===== src/rtl/fpnew_opgroup_reorder_block_if.sv =====
// Handshake and completion bus of the opgroup reorder block.
// Signal names match the block's port list; the DUT uses the slave modport.
interface fpnew_opgroup_reorder_block_if #(
    parameter int unsigned NumChannels = 4,
    parameter int unsigned Width       = 32,
    parameter int unsigned Depth       = 4,
    parameter int unsigned TagWidth    = 8
);
    localparam int unsigned IdW = $clog2(Depth);
    localparam int unsigned ChW = (NumChannels > 1) ? $clog2(NumChannels) : 1;

    logic                                flush_i;
    logic                                in_valid_i;
    logic [ChW-1:0]                      in_channel_i;
    logic [TagWidth-1:0]                 in_tag_i;
    logic                                in_ready_o;
    logic [NumChannels-1:0]              ch_valid_o;
    logic [IdW-1:0]                      ch_id_o;
    logic [NumChannels-1:0]              ch_ready_i;
    logic [NumChannels-1:0]              done_valid_i;
    logic [NumChannels-1:0][IdW-1:0]     done_id_i;
    logic [NumChannels-1:0][Width-1:0]   done_result_i;
    logic [NumChannels-1:0][4:0]         done_status_i;
    logic                                out_valid_o;
    logic                                out_ready_i;
    logic [Width-1:0]                    result_o;
    logic [4:0]                          status_o;
    logic [TagWidth-1:0]                 tag_o;
    logic                                busy_o;

    modport slave (
        input  flush_i, in_valid_i, in_channel_i, in_tag_i,
        input  ch_ready_i, done_valid_i, done_id_i,
        input  done_result_i, done_status_i, out_ready_i,
        output in_ready_o, ch_valid_o, ch_id_o,
        output out_valid_o, result_o, status_o, tag_o, busy_o
    );

    modport master (
        output flush_i, in_valid_i, in_channel_i, in_tag_i,
        output ch_ready_i, done_valid_i, done_id_i,
        output done_result_i, done_status_i, out_ready_i,
        input  in_ready_o, ch_valid_o, ch_id_o,
        input  out_valid_o, result_o, status_o, tag_o, busy_o
    );
endinterface


===== src/rtl/fpnew_opgroup_reorder_block.sv =====
// In-order retirement buffer for results coming back from parallel FP slices.
// Define FPNEW_ROB_BYPASS_EN for zero-latency forwarding of a head completion.
module fpnew_opgroup_reorder_block #(
    parameter int unsigned NumChannels = 4,
    parameter int unsigned Width       = 32,
    parameter int unsigned Depth       = 4,
    parameter int unsigned TagWidth    = 8
) (
    input logic                          clk_i,
    input logic                          rst_i,
    fpnew_opgroup_reorder_block_if.slave bus
);
    localparam int unsigned IdW = $clog2(Depth);
    localparam int unsigned ChW = (NumChannels > 1) ? $clog2(NumChannels) : 1;

    typedef logic [IdW-1:0] id_t;
    typedef logic [IdW:0]   cnt_t;

    id_t                            head_q, head_d;
    id_t                            tail_q, tail_d;
    cnt_t                           count_q, count_d;
    logic [Depth-1:0]               alloc_q, alloc_d;
    logic [Depth-1:0]               cmpl_q, cmpl_d;
    logic [Depth-1:0][TagWidth-1:0] tag_q, tag_d;
    logic [Depth-1:0][Width-1:0]    res_q, res_d;
    logic [Depth-1:0][4:0]          stat_q, stat_d;

    logic                   full;
    logic                   ch_ok;
    logic                   sel_ready;
    logic                   accept;
    logic                   pop;
    logic                   head_done;
    logic                   out_valid;
    logic [NumChannels-1:0] done_hit;
    logic [NumChannels-1:0] ch_valid;
    logic                   byp_hit;
    logic [Width-1:0]       byp_res;
    logic [4:0]             byp_stat;

    // Free slots are counted from registered state only, so a pop never
    // makes room for an accept in the same cycle.
    assign full  = (count_q == cnt_t'(Depth));
    assign ch_ok = ({1'b0, bus.in_channel_i} < (ChW+1)'(NumChannels));
    assign sel_ready = ch_ok & bus.ch_ready_i[bus.in_channel_i];

    assign bus.in_ready_o = !full & sel_ready & !bus.flush_i;
    assign accept = bus.in_valid_i & bus.in_ready_o;

    always_comb begin
        ch_valid = '0;
        for (int c = 0; c < NumChannels; c++) begin
            ch_valid[c] = bus.in_valid_i & !full & !bus.flush_i
                        & (bus.in_channel_i == ChW'(c));
        end
    end

    assign bus.ch_valid_o = ch_valid;
    assign bus.ch_id_o    = tail_q;

    always_comb begin
        done_hit = '0;
        for (int c = 0; c < NumChannels; c++) begin
            done_hit[c] = bus.done_valid_i[c]
                        & alloc_q[bus.done_id_i[c]]
                        & !cmpl_q[bus.done_id_i[c]]
                        & !bus.flush_i;
        end
    end

    assign head_done = alloc_q[head_q] & cmpl_q[head_q];

`ifdef FPNEW_ROB_BYPASS_EN
    always_comb begin
        byp_hit  = 1'b0;
        byp_res  = '0;
        byp_stat = '0;
        for (int c = 0; c < NumChannels; c++) begin
            if (done_hit[c] && (bus.done_id_i[c] == head_q)) begin
                byp_hit  = 1'b1;
                byp_res  = bus.done_result_i[c];
                byp_stat = bus.done_status_i[c];
            end
        end
    end
`else
    assign byp_hit  = 1'b0;
    assign byp_res  = '0;
    assign byp_stat = '0;
`endif

    assign out_valid = head_done | byp_hit;
    assign pop       = out_valid & bus.out_ready_i & !bus.flush_i;

    always_comb begin
        bus.result_o = '0;
        bus.status_o = '0;
        bus.tag_o    = '0;
        if (head_done) begin
            bus.result_o = res_q[head_q];
            bus.status_o = stat_q[head_q];
            bus.tag_o    = tag_q[head_q];
        end else if (byp_hit) begin
            bus.result_o = byp_res;
            bus.status_o = byp_stat;
            bus.tag_o    = tag_q[head_q];
        end
    end

    assign bus.out_valid_o = out_valid;
    assign bus.busy_o      = (count_q != '0);

    always_comb begin
        head_d  = head_q;
        tail_d  = tail_q;
        count_d = count_q;
        alloc_d = alloc_q;
        cmpl_d  = cmpl_q;
        tag_d   = tag_q;
        res_d   = res_q;
        stat_d  = stat_q;

        for (int c = 0; c < NumChannels; c++) begin
            if (done_hit[c]) begin
                cmpl_d[bus.done_id_i[c]] = 1'b1;
                res_d[bus.done_id_i[c]]  = bus.done_result_i[c];
                stat_d[bus.done_id_i[c]] = bus.done_status_i[c];
            end
        end

        // A bypassed head completion is freed here without being kept.
        if (pop) begin
            alloc_d[head_q] = 1'b0;
            cmpl_d[head_q]  = 1'b0;
            head_d          = head_q + id_t'(1);
        end

        if (accept) begin
            alloc_d[tail_q] = 1'b1;
            cmpl_d[tail_q]  = 1'b0;
            tag_d[tail_q]   = bus.in_tag_i;
            tail_d          = tail_q + id_t'(1);
        end

        count_d = count_q + cnt_t'(accept) - cnt_t'(pop);

        if (bus.flush_i) begin
            alloc_d = '0;
            cmpl_d  = '0;
            head_d  = '0;
            tail_d  = '0;
            count_d = '0;
        end
    end

    always_ff @(posedge clk_i or posedge rst_i) begin
        if (rst_i) begin
            head_q  <= '0;
            tail_q  <= '0;
            count_q <= '0;
            alloc_q <= '0;
            cmpl_q  <= '0;
            tag_q   <= '0;
            res_q   <= '0;
            stat_q  <= '0;
        end else begin
            head_q  <= head_d;
            tail_q  <= tail_d;
            count_q <= count_d;
            alloc_q <= alloc_d;
            cmpl_q  <= cmpl_d;
            tag_q   <= tag_d;
            res_q   <= res_d;
            stat_q  <= stat_d;
        end
    end
endmodule


===== src/flat_wrapper.sv =====
// flat-port wrapper written by rule: the top's interface ports become plain ports
module fpnew_opgroup_reorder_block_flat 
#(
    parameter int unsigned NumChannels = 4,
    parameter int unsigned Width       = 32,
    parameter int unsigned Depth       = 4,
    parameter int unsigned TagWidth    = 8
)
  (clk_i, rst_i, bus_flush_i, bus_in_valid_i, bus_in_channel_i, bus_in_tag_i, bus_ch_ready_i, bus_done_valid_i, bus_done_id_i, bus_done_result_i, bus_done_status_i, bus_out_ready_i, bus_in_ready_o, bus_ch_valid_o, bus_ch_id_o, bus_out_valid_o, bus_result_o, bus_status_o, bus_tag_o, bus_busy_o);
  fpnew_opgroup_reorder_block_if #(.NumChannels(NumChannels), .Width(Width), .Depth(Depth), .TagWidth(TagWidth)) bus_i ();
  input logic clk_i;
  input logic rst_i;
  input wire logic [$bits(bus_i.flush_i)-1:0] bus_flush_i;
  input wire logic [$bits(bus_i.in_valid_i)-1:0] bus_in_valid_i;
  input wire logic [$bits(bus_i.in_channel_i)-1:0] bus_in_channel_i;
  input wire logic [$bits(bus_i.in_tag_i)-1:0] bus_in_tag_i;
  input wire logic [$bits(bus_i.ch_ready_i)-1:0] bus_ch_ready_i;
  input wire logic [$bits(bus_i.done_valid_i)-1:0] bus_done_valid_i;
  input wire logic [$bits(bus_i.done_id_i)-1:0] bus_done_id_i;
  input wire logic [$bits(bus_i.done_result_i)-1:0] bus_done_result_i;
  input wire logic [$bits(bus_i.done_status_i)-1:0] bus_done_status_i;
  input wire logic [$bits(bus_i.out_ready_i)-1:0] bus_out_ready_i;
  output wire logic [$bits(bus_i.in_ready_o)-1:0] bus_in_ready_o;
  output wire logic [$bits(bus_i.ch_valid_o)-1:0] bus_ch_valid_o;
  output wire logic [$bits(bus_i.ch_id_o)-1:0] bus_ch_id_o;
  output wire logic [$bits(bus_i.out_valid_o)-1:0] bus_out_valid_o;
  output wire logic [$bits(bus_i.result_o)-1:0] bus_result_o;
  output wire logic [$bits(bus_i.status_o)-1:0] bus_status_o;
  output wire logic [$bits(bus_i.tag_o)-1:0] bus_tag_o;
  output wire logic [$bits(bus_i.busy_o)-1:0] bus_busy_o;
  assign bus_i.flush_i = bus_flush_i;
  assign bus_i.in_valid_i = bus_in_valid_i;
  assign bus_i.in_channel_i = bus_in_channel_i;
  assign bus_i.in_tag_i = bus_in_tag_i;
  assign bus_i.ch_ready_i = bus_ch_ready_i;
  assign bus_i.done_valid_i = bus_done_valid_i;
  assign bus_i.done_id_i = bus_done_id_i;
  assign bus_i.done_result_i = bus_done_result_i;
  assign bus_i.done_status_i = bus_done_status_i;
  assign bus_i.out_ready_i = bus_out_ready_i;
  assign bus_in_ready_o = bus_i.in_ready_o;
  assign bus_ch_valid_o = bus_i.ch_valid_o;
  assign bus_ch_id_o = bus_i.ch_id_o;
  assign bus_out_valid_o = bus_i.out_valid_o;
  assign bus_result_o = bus_i.result_o;
  assign bus_status_o = bus_i.status_o;
  assign bus_tag_o = bus_i.tag_o;
  assign bus_busy_o = bus_i.busy_o;
  fpnew_opgroup_reorder_block #(.NumChannels(NumChannels), .Width(Width), .Depth(Depth), .TagWidth(TagWidth)) u_core (.clk_i(clk_i), .rst_i(rst_i), .bus(bus_i));
endmodule

===== config.mk =====
export PLATFORM = sky130hd
export DESIGN_NAME = fpnew_opgroup_reorder_block_flat
export DESIGN_NICKNAME = d
export VERILOG_FILES = /design/src/rtl/fpnew_opgroup_reorder_block_if.sv /design/src/rtl/fpnew_opgroup_reorder_block.sv /design/src/flat_wrapper.sv
export SDC_FILE = /design/constraint.sdc
export NUM_CORES = 1
export LEC_CHECK = 0
export BUFFER_PORTS_ARGS = -buffer_cell sky130_fd_sc_hd__buf_4
export CAP_MARGIN = 25
export CORE_UTILIZATION = 35
export CTS_BUF_LIST = sky130_fd_sc_hd__clkbuf_2
export DETAILED_ROUTE_END_ITERATION = 7
export SYNTH_ARGS = -nofsm -noshare
export SYNTH_HDL_FRONTEND = slang
export SYNTH_SLANG_ARGS = --single-unit

===== constraint.sdc =====
create_clock -name clk_i -period 7.9 [get_ports clk_i]
set_input_delay 0.79 -clock clk_i [delete_from_list [all_inputs] [get_ports clk_i]]
set_output_delay 0.79 -clock clk_i [all_outputs]
set_load 0.005 [all_outputs]

* Word-level counts from Yosys, hierarchy flattened
Index checks and enable logic that the tools add are counted.
** Word-level totals
- Bits in writable memories :: 0
- Output and inout bits :: 54
- Memories :: 0
- Memory bits (read-only) :: 0
- Latch bits :: 0
- Register bits :: 195
** Cells by class
- Div/mod/pow operators :: 0
- Reductions and logical operators :: 16
- Mux-type cells :: 93
- Multipliers :: 0
- Shift operators :: 0
- Equal/unequal tests :: 4
- Magnitude comparators :: 13
- Bitwise gates (word level) :: 34
- Add/sub/neg operators :: 4
** Operators by type and width (number)
- $bwmux 128 :: 4
- $mux 128 :: 4
- $demux 32 s2 :: 4
- $mux 32 :: 6
- $bwmux 20 :: 4
- $mux 20 :: 4
- $bmux 32 s2 :: 1
- $demux 5 s2 :: 4
- $mux 4 :: 10
- $bwmux 32 :: 1
- $mux 5 :: 6
- $and 1x1->1 :: 24
- $mux 8 :: 3
- $bmux 1 s2 :: 11
- $lt 2x3->1 const B :: 7
- $or 4x4->4 :: 5
- $mux 1 :: 17
- $bmux 8 s2 :: 1
- $demux 8 s2 :: 1
- $and 4x4->4 :: 3
- $demux 1 s2 :: 6
- $ge 2x1->1 const B :: 6
- $bmux 5 s2 :: 1
- $mux 2 :: 4
- other kinds (13) :: 27

* Depth between registers and ports, before layout
- Depth after elaboration :: 17
- Mapped depth :: 11
- Mapped depth without buffers :: 10

* Worst setup path after synthesis
Ideal clock, no wire load.
- Path type :: input to register
- Start point :: input port bus_in_channel_i[0]
- End point :: register u_core.count_q[2]
- Required time :: 7.765 ns
- Path buffers :: 2
- Library setup time :: 0.135 ns
- Slack :: 5.064 ns
- Data arrival time :: 2.701 ns
- Stages :: 9
- Cells stage by stage :: mux4_2 and4bb_1 buf_6 buf_2 ha_1 fa_1 xnor2_1 xnor2_1 nor2_1
** Between the ends
- Longest elaborated chain between the ends :: 8
** RTL lines
- from (decl) :: RTL line flat_wrapper.sv:15 : input wire logic [$bits(bus_i.in_channel_i)-1:0] bus_in_channel_i;
- $bmux 1 s2 :: RTL line fpnew_opgroup_reorder_block.sv:45 : assign sel_ready = ch_ok & bus.ch_ready_i[bus.in_channel_i];
- $mux 1 (not written as such) :: RTL line fpnew_opgroup_reorder_block.sv:45
- $and 1x1->1 (2 in series) :: RTL line fpnew_opgroup_reorder_block.sv:47 : assign bus.in_ready_o = !full & sel_ready & !bus.flush_i;
- $and 1x1->1 :: RTL line fpnew_opgroup_reorder_block.sv:48 : assign accept = bus.in_valid_i & bus.in_ready_o;
- $add 3x1->3 :: RTL line fpnew_opgroup_reorder_block.sv:145 : count_d = count_q + cnt_t'(accept) - cnt_t'(pop);
- $sub 3x1->3 :: RTL line fpnew_opgroup_reorder_block.sv:145
- $mux 3 :: RTL line fpnew_opgroup_reorder_block.sv:147 : if (bus.flush_i) begin
- named net u_core.count_d[2] :: RTL line fpnew_opgroup_reorder_block.sv:21 : cnt_t count_q, count_d;
- to (signal assigned) :: RTL line fpnew_opgroup_reorder_block.sv:169 : count_q <= count_d;
- to (decl) :: RTL line fpnew_opgroup_reorder_block.sv:21
The timed path passes the listed nets, and every way through them passes these cells. The select of a mux whose other input is x is not followed.
A chain may end at the register's enable or synchronous reset.

* Final worst setup path
- Start point :: register u_core.head_q[1]
- End point :: output port bus_status_o[1]
** Between the ends
- Longest elaborated chain between the ends :: 4
- Elaborated cells between the ends (all ways) :: 8
- Those cells by class :: mux (7); bitwise (1)
** RTL lines
- from (decl) :: RTL line fpnew_opgroup_reorder_block.sv:19 : id_t head_q, head_d;
- from (signal assigned) :: RTL line fpnew_opgroup_reorder_block.sv:158 : head_q <= '0;
- from (signal assigned) :: RTL line fpnew_opgroup_reorder_block.sv:167 : head_q <= head_d;
- $bmux 1 s2 :: RTL line fpnew_opgroup_reorder_block.sv:71 : assign head_done = alloc_q[head_q] & cmpl_q[head_q];
- $mux 1 (not written as such) :: RTL line fpnew_opgroup_reorder_block.sv:71
- $and 1x1->1 :: RTL line fpnew_opgroup_reorder_block.sv:71
- $mux 5 (*) :: RTL line fpnew_opgroup_reorder_block.sv:99 : if (head_done) begin
- to (decl) :: RTL line flat_wrapper.sv:28 : output wire logic [$bits(bus_i.status_o)-1:0] bus_status_o;
Every way passes the cells marked *; elsewhere a longest branch is shown, timed or not. The select of a mux whose other input is x is not followed.

==> run metrics <==
Clock Skew=32.2 ps; Die Area=37,600 µm²; WP data required=7110 ps; total grt overflow=0; CP max stage cell=mux4_2; share of layout cells above drive strength 1=0.276; EDFF count, synth=0; Storage cell area=4880 µm²; synthesized area=12,900 µm²; drt initial violations=1,336; Leakage=6.65 nW; CTS tree=yes; library cells used by synthesis=46; placer congestion estimate=0.846; #FFs+latches synth=195; kind of critical path=reg -> out; Post-CTS Setup Bufs=0; crit path max fanout=49; drt via density=6.72; RSZ-0062 raised after global routing=no; Initial Util=0.359; max cap viols=0; commonest non-fill, non-tap cell in the layout=buf_4; syn_area_per_cell=9.71 µm²; Port Buf Inserts=232; Post-Syn Nets=1,518; Post-synth ARST share=1.00; most frequent cells in the layout=252 x buf_4, 193 x dfrtp_1, 148 x and3_1, 148 x a211oi_1, 148 x a22oi_1; filler instances=3,553; worst setup path startpoint=u_core.head_q[1]$_DFFE_PP0P_; multi-input logic area=7480 µm²; clock sink count=195; Max Transition Viols Final=0; Setup TNS=0 ps; Worst setup SP type=register; Seq/Total Area, Yosys=0.378; most used cell, CP=buf_4; row count=69; Tcrit/Tclk final=0.581; Die Y=194 µm; CP peak stage delay=720 ps; Via Count=13,100; Worst Max-Slew Pin Slew=1180 ps; relative slew slack=0.214; post-DP HPWL=31,500 µm; clock slew at reported path FFs=340 ps; worst r2r src=u_core.head_q[1]$_DFFE_PP0P_; clk root buf=clkbuf_2; vias in the first global route=13,400; Hold Startpoint=bus_done_result_i[71]; Final #Nets=1,656; Worst setup EP type=primary output; CTS Hold Bufs=0; class of the worst hold path=in -> reg; largest cells by area after synthesis=dfrtp_1 38%, a211oi_1 8.6%, a22oi_1 8.6%, mux4_2 8.2%, and3_1 7.2%; Core ar.=35,900 µm²; drt pass-1 iters=6; Primary FF master, synth=dfrtp_1; number of remaining DRC errors=0; placed cells=1,902; share of the synthesized area in the top cell type=0.378; Ys Warns=0; Pwr Density=172 nW/µm²; status=completed; Post-Route WL=55,400 µm; Routed wire per std cell=28.5 µm; Clock Path Buffers=2; die width=194 µm; CTS buffer count=17; htree depth=4; Achievable Freq=218 MHz; global-route wire length before repair=83,000 µm; crit-path cells=buf_4 -> inv_1 -> mux4_2 -> buf_4 -> nor2b_1 -> buf_4; Post-DRT Antenna Nets=0; largest net degree at the start of global routing=135; P&R area growth vs syn=18.6%; # setup viols final=0; Worst Path Arrival=3800 ps; antenna violations before repair=9; non-filler cells in the finished layout=1,944; post-synth top area cell=dfrtp_1; Worst-Skew Late Latency=850 ps; minimum clock period=4590 ps; GRT Overall Usage=0.287; post_cts resized=0; Synth Instances=1,328; Hold Fails Final Rpt=0; worst vdd ir=0.000116 V; Ports=233
==> per-layer routing <==
| metal | share of wire | routed length, µm | track usage | vias to the layer above |
|---|---|---|---|---|
| met3 | 0.11 | 5900 | 0.0786 | 148 |
| met1 | 0.40 | 22000 | 0.371 | 6502 |
| met4 | 0.029 | 1600 | 0.126 | 8 |
| met5 | 0.00088 | 49 | 0 | - |
| met2 | 0.47 | 25800 | 0.450 | 952 |
| li1 | - | - | - | 5452 |
==> synthesized netlist by cell type, types with 25 or more instances <==
library cell / instances
o21ai_0: 74
dfrtp_1: 195
a22oi_1: 148
mux4_2: 47
nor2_1: 116
and3_1: 148
a211oi_1: 148
buf_2: 36
nor2b_1: 51
clkbuf_1: 88
o31ai_1: 112
mux2_2: 25
==> sequential cells by signal (all words and copies together) (netlist names) <==
name	cells
u_core.count_q	3
u_core.stat_q	20
u_core.bus.ch_id_o	2
u_core.head_q	2
u_core.res_q	128
u_core.tag_q	32
u_core.cmpl_q	4
u_core.alloc_q	4
==> through the flow <==
step	hold WS [ps]	power (W)	util	worst slack, ps	instance area [µm²]
3_5_place_dp	492	0.00211	0.416	3900	14900
5_1_grt	103	0.00276	0.426	3110	15300
6_report	166	0.00263	0.426	3310	15300
4_1_cts	127	0.00262	0.422	3270	15200
2_1_floorplan	474	0.00184	-	1800	12900
3_3_place_gp	483	0.00209	0.414	3970	14900
==> path summary, 6_finish.rpt <==
path                                                 to  slack [ps]  cells past startpoint
setup / recovery                        bus_status_o[1]        3310                      6
hold / removal               u_core.res_q[39]$_DFF_PP0_         170                      3
setup reg to reg            u_core.count_q[2]$_DFF_PP0_        3890                     12
hold reg to reg            u_core.tag_q[12]$_DFFE_PP0P_         550                      1
max in group asynchronous    u_core.res_q[47]$_DFF_PP0_        5850                      5
min in group asynchronous   u_core.count_q[2]$_DFF_PP0_         360                      3
==> layout make-up <==
class                   count  share of cell area
clock buffers              17             0.00556
inverters                  11             0.00319
repair buffers            261               0.136
flip-flops and latches    195               0.319
clock inverters            15             0.00859
multi-input cells         980               0.489
well taps                 461              0.0377
diodes                      4            0.000654
==> critical path, delay by kind of cell, from the launching register on <==
family,cells,cell delay (ps)
buf+inv,4,1440
mux,1,720
flops,1,420
simple gates,1,370
==> where the power goes <==
group          internal, W  switching (W)  total [W]
Combinational     0.000420       0.000304   0.000724
Sequential         0.00125       0.000153    0.00140
Clock             0.000118       0.000393   0.000510
==> logic make-up (layout without fill, tap and decap cells) <==
kind of cell | after synthesis | after routing | share of synthesized area
other | 0 | 4 | 0
adders and majority gates | 11 | 11 | 0.0113
muxes | 79 | 79 | 0.112
xor gates and xnor gates | 2 | 2 | 0.00136
DFF | 195 | 195 | 0.378
and+or+nand+nor | 383 | 383 | 0.168
AOI/OAI and AO/OA | 505 | 505 | 0.278
buffers and inverters | 153 | 304 | 0.0512
(Power assumes the default switching activity.)
